--- src/rtl/toggle_gen.sv ---
// rtl/toggle_gen.sv - square-wave generator producing a programmed number of output edges
// Two-state FSM; every output is a flop so nothing combinational reaches a, busy or done.
module toggle_gen #(
  parameter int CNT_W = 8,
  parameter int TOG_W = 8
) (
  input  logic             clk,
  input  logic             rst,
  input  logic             start,
  input  logic             stop,
  input  logic [CNT_W-1:0] half_period,
  input  logic [TOG_W-1:0] num_toggles,
  output logic             a,
  output logic             busy,
  output logic             done
);

  typedef enum logic {
    ST_IDLE = 1'b0,
    ST_RUN  = 1'b1
  } state_t;

  state_t           r_state;
  logic [CNT_W-1:0] r_cnt;
  logic [TOG_W-1:0] r_tog;
  logic [CNT_W-1:0] r_hp;
  logic [TOG_W-1:0] r_nt;

  logic             w_wrap;
  logic [TOG_W-1:0] w_tog_next;
  logic             w_last;

  // r_hp is never 0, so hp-1 cannot underflow
  assign w_wrap     = (r_cnt == (r_hp - CNT_W'(1)));
  assign w_tog_next = r_tog + TOG_W'(1);
  assign w_last     = (r_nt != '0) && (w_tog_next == r_nt);

  always_ff @(posedge clk or posedge rst) begin
    if (rst) begin
      r_state <= ST_IDLE;
      r_cnt   <= '0;
      r_tog   <= '0;
      r_hp    <= CNT_W'(1);
      r_nt    <= '0;
      a       <= 1'b0;
      busy    <= 1'b0;
      done    <= 1'b0;
    end else begin
      done <= 1'b0;
      case (r_state)
        ST_IDLE: begin
          if (start && !stop) begin
            r_state <= ST_RUN;
            r_hp    <= (half_period == '0) ? CNT_W'(1) : half_period;
            r_nt    <= num_toggles;
            r_cnt   <= '0;
            r_tog   <= '0;
            a       <= 1'b0;
            busy    <= 1'b1;
          end
        end
        ST_RUN: begin
          // stop outranks any toggle falling on the same edge
          if (stop) begin
            r_state <= ST_IDLE;
            a       <= 1'b0;
            busy    <= 1'b0;
          end else if (w_wrap) begin
            r_cnt <= '0;
            a     <= ~a;
            r_tog <= w_tog_next;
            if (w_last) begin
              r_state <= ST_IDLE;
              busy    <= 1'b0;
              done    <= 1'b1;
            end
          end else begin
            r_cnt <= r_cnt + CNT_W'(1);
          end
        end
        default: begin
          r_state <= ST_IDLE;
          busy    <= 1'b0;
        end
      endcase
    end
  end

endmodule

--- config.mk ---
export PLATFORM = sky130hd
export DESIGN_NAME = toggle_gen
export DESIGN_NICKNAME = d
export VERILOG_FILES = /design/src/rtl/toggle_gen.sv
export SDC_FILE = /design/constraint.sdc
export NUM_CORES = 1
export LEC_CHECK = 0
export CAP_MARGIN = 20
export CORE_MARGIN = 2
export CORE_UTILIZATION = 40
export DETAILED_ROUTE_END_ITERATION = 8
export PLACE_DENSITY = 0.73
export SKIP_LAST_GASP = 1
export SYNTH_ARGS = -nofsm -noshare
export SYNTH_HDL_FRONTEND = slang
export SYNTH_SLANG_ARGS = --single-unit
export TNS_END_PERCENT = 1
--- constraint.sdc ---
create_clock -name clk -period 2.2 [get_ports clk]
set_input_delay 0.33 -clock clk [delete_from_list [all_inputs] [get_ports clk]]
set_output_delay 0.33 -clock clk [all_outputs]
set_load 0.02 [all_outputs]
Word level (Yosys, flattened, before mapping)
Index checks and enable logic that the tools add are counted.
Cells by class
  add/sub/neg operators: 3
  equal/unequal tests: 7
  multiplexer cells: 26
  bitwise logic cells: 2
  reductions and logical operators: 10
Operators by type and width (number)
  2-to-1 mux 8 bit: 6
  one-hot mux 8 bit (2 select lines): 2
  adder 8 x 1 -> 8 bit, second input constant: 2
  equality test 8 bit: 2
  2-to-1 mux 1 bit: 15
  logical NOT 8 bit: 1
  nonzero test 8 bit: 1
  subtractor 8 x 1 -> 8 bit, second input constant: 1
  != test 3 x 2 -> 1 bit, second input constant: 2
  one-hot mux 1 bit (2 select lines): 3
  AND reduction 2 bit: 3
  AND reduction 3 bit: 2
  != test 2 bit, second input constant: 2
  logical AND 1 bit: 2
  != test 2 x 1 -> 1 bit, second input constant: 1
  NOT 1 bit: 2
  logical NOT 1 bit: 1
Storage, ports and cells
  bits in registers: 36
  input bits: 20
  output and inout bits: 3
  logic and storage cells: 56

Depth between registers and ports, before layout
  depth after elaboration: 7
  gate-level depth with buffers: 9
  depth with buffers taken out: 8

Worst setup path after synthesis
No wires, ideal clock.
  path kind: register -> register
  from: register r_hp[0]
  to: register r_tog[1]
  library setup time: 0.087 ns
  data arrival time: 2.266 ns
  data required time: 2.113 ns
  setup slack: -0.153 ns
  cell stages (with the launch flop): 9
  clock period less this slack: 2.353 ns
  path through: dfstp_2 inv_1 ha_1 or2b_1 nand2_1 o211ai_1 or3_4 or4b_1 o211ai_1
On the way
  cells in the longest elaborated chain, start to end: 4
RTL lines
  start, declared: line 26  | logic [CNT_W-1:0] r_hp;
  start signal, assigned: line 54  | r_hp <= (half_period == '0) ? CNT_W'(1) : half_period;
  subtractor 8 x 1 -> 8 bit: line 34  | assign w_wrap = (r_cnt == (r_hp - CNT_W'(1)));
  equality test 8 bit: line 34
  != test 2 x 1 -> 1 bit (no source line)
  AND reduction 3 bit (no source line)
  end signal, assigned: line 71  | r_tog <= w_tog_next;
  end, declared: line 25  | logic [TOG_W-1:0] r_tog;
No other way between the ends.
A chain may end at the register's enable or synchronous reset.

Worst setup path after layout
  from: register r_hp[0]
  to: register a
On the way
  cells in the longest elaborated chain, start to end: 4
RTL lines
  subtractor 8 x 1 -> 8 bit: line 34
  equality test 8 bit: line 34
  != test 3 x 2 -> 1 bit (no source line)
  AND reduction 2 bit (no source line)
  end signal, assigned: line 70  | a <= ~a;
  end, declared: line 13  | output logic a,
No other way between the ends.

==> flow_summary.json <==
{
  "portBuffers": 22,
  "rr_worst_depth": 8,
  "slew_headroom": 0.694,
  "cpLargestDelayFamily": "simple AND/OR/NAND/NOR gates",
  "synth_enable_flop_cells": 0,
  "worstSetupPathType": "reg -> reg",
  "required_ns": 2.41,
  "path_clk_slew_ns": 0.08,
  "yosysUniqueCellTypes": 49,
  "n_antenna_cell": 0,
  "fillers": 514,
  "grt_max_degree": 37,
  "powerDensity_nw_per_um2": 774,
  "syn_inst": 243,
  "place_congestion": 0.887,
  "synth_commonest_cells": "35 x dfrtp_1, 25 x nand2_1, 17 x nor2_1, 16 x o21ai_0, 15 x a21oi_1",
  "wl_per_cell_um": 14.7,
  "grt_pass1_vias": 1948,
  "cap_violations": 0,
  "wl_um": 5150,
  "setup_violations": 5,
  "antenna_left": 0,
  "cts_tree": "built",
  "yosysTopAreaCellShare": 0.398,
  "synth_nets": 266,
  "avgViaCountPerCell": 5.59,
  "finalCritPeriodShare": 1.02,
  "max-clock-path-buffers": 2,
  "fin_crit_ns": 2.25,
  "ys_seq_area_frac": 0.410,
  "postSynthAreaPerCell_um2": 9.06,
  "dpl.cell_count": 341,
  "path_buf_inv": 1,
  "grt_usage": 0.184,
  "worstReg2RegStart": "r_hp[0]$_DFFE_PP1P_",
  "dr.pass1.iters": 4,
  "rsz0062_at_grt": "true",
  "crit_chain": "inv_2 > ha_4 > xnor2_1 > nor2_1 > nand3_1 > or3_4 > or4_1 > o211ai_1",
  "power.total_uw": 2100,
  "cts-buffers-inserted": 5,
  "yosysWarnings": 0,
  "ys.flop_type": "dfrtp_1",
  "endpoint_kind": "flop",
  "hold_viol": 0,
  "clock_latency_ns": 0.29,
  "failed_checks": "negative setup slack",
  "finClkSkew_ns": 0.00841,
  "grt_overflow": 0,
  "syn_to_final_growth_pct": 23.6,
  "power.leakage_uw": 0.00109,
  "rr_endpoint": "a$_DFFE_PP0P_",
  "synth_top_cell_by_area": "dfrtp_1",
  "critical_path.slowest_cell": "dfstp_2",
  "hp-class": "in -> async",
  "startpoint_type": "flop",
  "status": "finished, violations left",
  "grt_first_pass_wirelength_um": 8930,
  "cts.sinks": 36,
  "htreeDepth": 2,
  "yosysMostFrequentCell": "dfrtp_1",
  "dr_total_vias": 1951,
  "final_nets": 299,
  "die_x_um": 78.2,
  "drive_gt1_frac": 0.166,
  "slew_violations": 0,
  "cpPeakStageDelay_ns": 0.54,
  "coreArea_um2": 5410,
  "ys_ff_latch": 36,
  "synthArstFlopShare": 1.00,
  "ios": 23,
  "fin_setup_tns_ns": -0.202,
  "max_slew.worst_pin.slew_ns": 0.460,
  "dieArea_um2": 6110,
  "initial_core_util": 0.407,
  "dp_hpwl_um": 3730,
  "antenna_found_initial": 0,
  "path_max_fanout": 6,
  "ir_worst_vdd_uv": 494,
  "r2r_slack_ns": -0.05,
  "netlist_area_um2": 2200,
  "drtIter0Drc": 79,
  "die_y_um": 78.2,
  "cts_setup_buffers": 0,
  "critical_path_arrival_ns": 2.46,
  "instances_no_fill": 349,
  "fin_hold_ws_ns": 0.438,
  "clock-root-buffer": "clkbuf_8",
  "fmax_ghz": 0.445,
  "num_rows": 27,
  "fin_ws_ns": -0.0468,
  "drc": 0,
  "synthTopCellsByArea": "dfrtp_1 40%, mux2_2 5.6%, nand2_1 4.3%, xnor2_1 4.0%, o21ai_0 3.6%"
}
[report_power, final]
part | total, uW | leakage (uW) | switching (uW) | internal [uW]
logic | 632 | 0.000578 | 312 | 319
clock network | 578 | 0.0000552 | 242 | 336
registers | 895 | 0.000455 | 129 | 765
[worst max-delay path by stage]
stage / start / end / slack, ns / cells after the start
2_1_floorplan: r_hp[0]$_DFFE_PP1P_ / done$_DFF_PP0_ / 0.01 / 8
3_3_place_gp: r_hp[0]$_DFFE_PP1P_ / busy$_DFFE_PP0P_ / 0.001 / 8
3_5_place_dp: r_hp[0]$_DFFE_PP1P_ / busy$_DFFE_PP0P_ / -0.06 / 8
4_1_cts: r_hp[0]$_DFFE_PP1P_ / a$_DFFE_PP0P_ / -0.04 / 8
5_1_grt: r_hp[0]$_DFFE_PP1P_ / done$_DFF_PP0_ / -0.18 / 8
6_report: r_hp[0]$_DFFE_PP1P_ / a$_DFFE_PP0P_ / -0.05 / 8
[metrics by stage]
| step | area (um2) | util | setup WS, ns |
|---|---|---|---|
| finish | 2720 | 0.503 | -0.0468 |
| global placement | 2610 | 0.482 | 0.00136 |
| CTS | 2720 | 0.503 | -0.0406 |
| detailed placement | 2610 | 0.482 | -0.0590 |
| global route | 2720 | 0.503 | -0.178 |
| floorplan | 2210 | - | 0.0119 |
[registers in the layout, indices dropped and copies added, names as in the netlist]
register  count
r_hp          8
r_nt          8
r_state       1
busy          1
r_cnt         8
a             1
done          1
r_tog         8
[final cells by class]
cell class	count	area [um2]	share of cell area
clock inverter	2	35.0	0.0129
inverter	11	41.3	0.0152
tap	72	90.1	0.0331
multi-input combinational	185	1230	0.453
sequential	36	903	0.332
clock buffer	6	72.6	0.0267
timing repair buffer	37	345	0.127
[tightest hold or removal path, delay by kind of cell]
kind     cells  cell delay (ns)
buf+inv      3             0.84
[logic make-up after synthesis]
kind of cell | count (synthesis) | synth area share
and+or+nand+nor | 86 | 0.202
AOI/OAI and AO/OA | 65 | 0.194
DFF | 36 | 0.410
buffers and inverters | 22 | 0.0387
xor gates and xnor gates | 16 | 0.0637
muxes | 15 | 0.0745
adders and majority gates | 3 | 0.0171
[cell usage in the layout, fill, tap and decap left out, types with 4 or more instances in the layout]
| cell type | count |
|---|---|
| nor2_1 | 17 |
| buf_4 | 14 |
| clkdlybuf4s50_1 | 22 |
| inv_1 | 10 |
| nand2_1 | 25 |
| nor4_1 | 4 |
| and3_1 | 4 |
| nand3_1 | 7 |
| dfrtp_1 | 34 |
| xnor2_1 | 10 |
| clkbuf_8 | 5 |
| a21oi_1 | 15 |
| nor3_1 | 5 |
| mux2i_1 | 4 |
| a41oi_1 | 5 |
| xor2_1 | 6 |
| o21ai_0 | 16 |
| mux2_2 | 11 |
| o211ai_1 | 5 |
[per-layer routing]
metal	share of wire	global-route usage	vias up
met5	0	0	-
met4	0.031	0.0825	0
met3	0.036	0.0460	17
met2	0.51	0.309	42
met1	0.43	0.223	944
li1	-	-	948
[timing repair]
| action | in CTS | in global routing |
|---|---|---|
| resized for setup | 1 | 1 |
| hold endpoints to repair | 0 | 0 |
| hold buffers | 0 | 0 |
| endpoints found under the setup margin | 7 | 20 |
(Power assumes the default switching activity.)
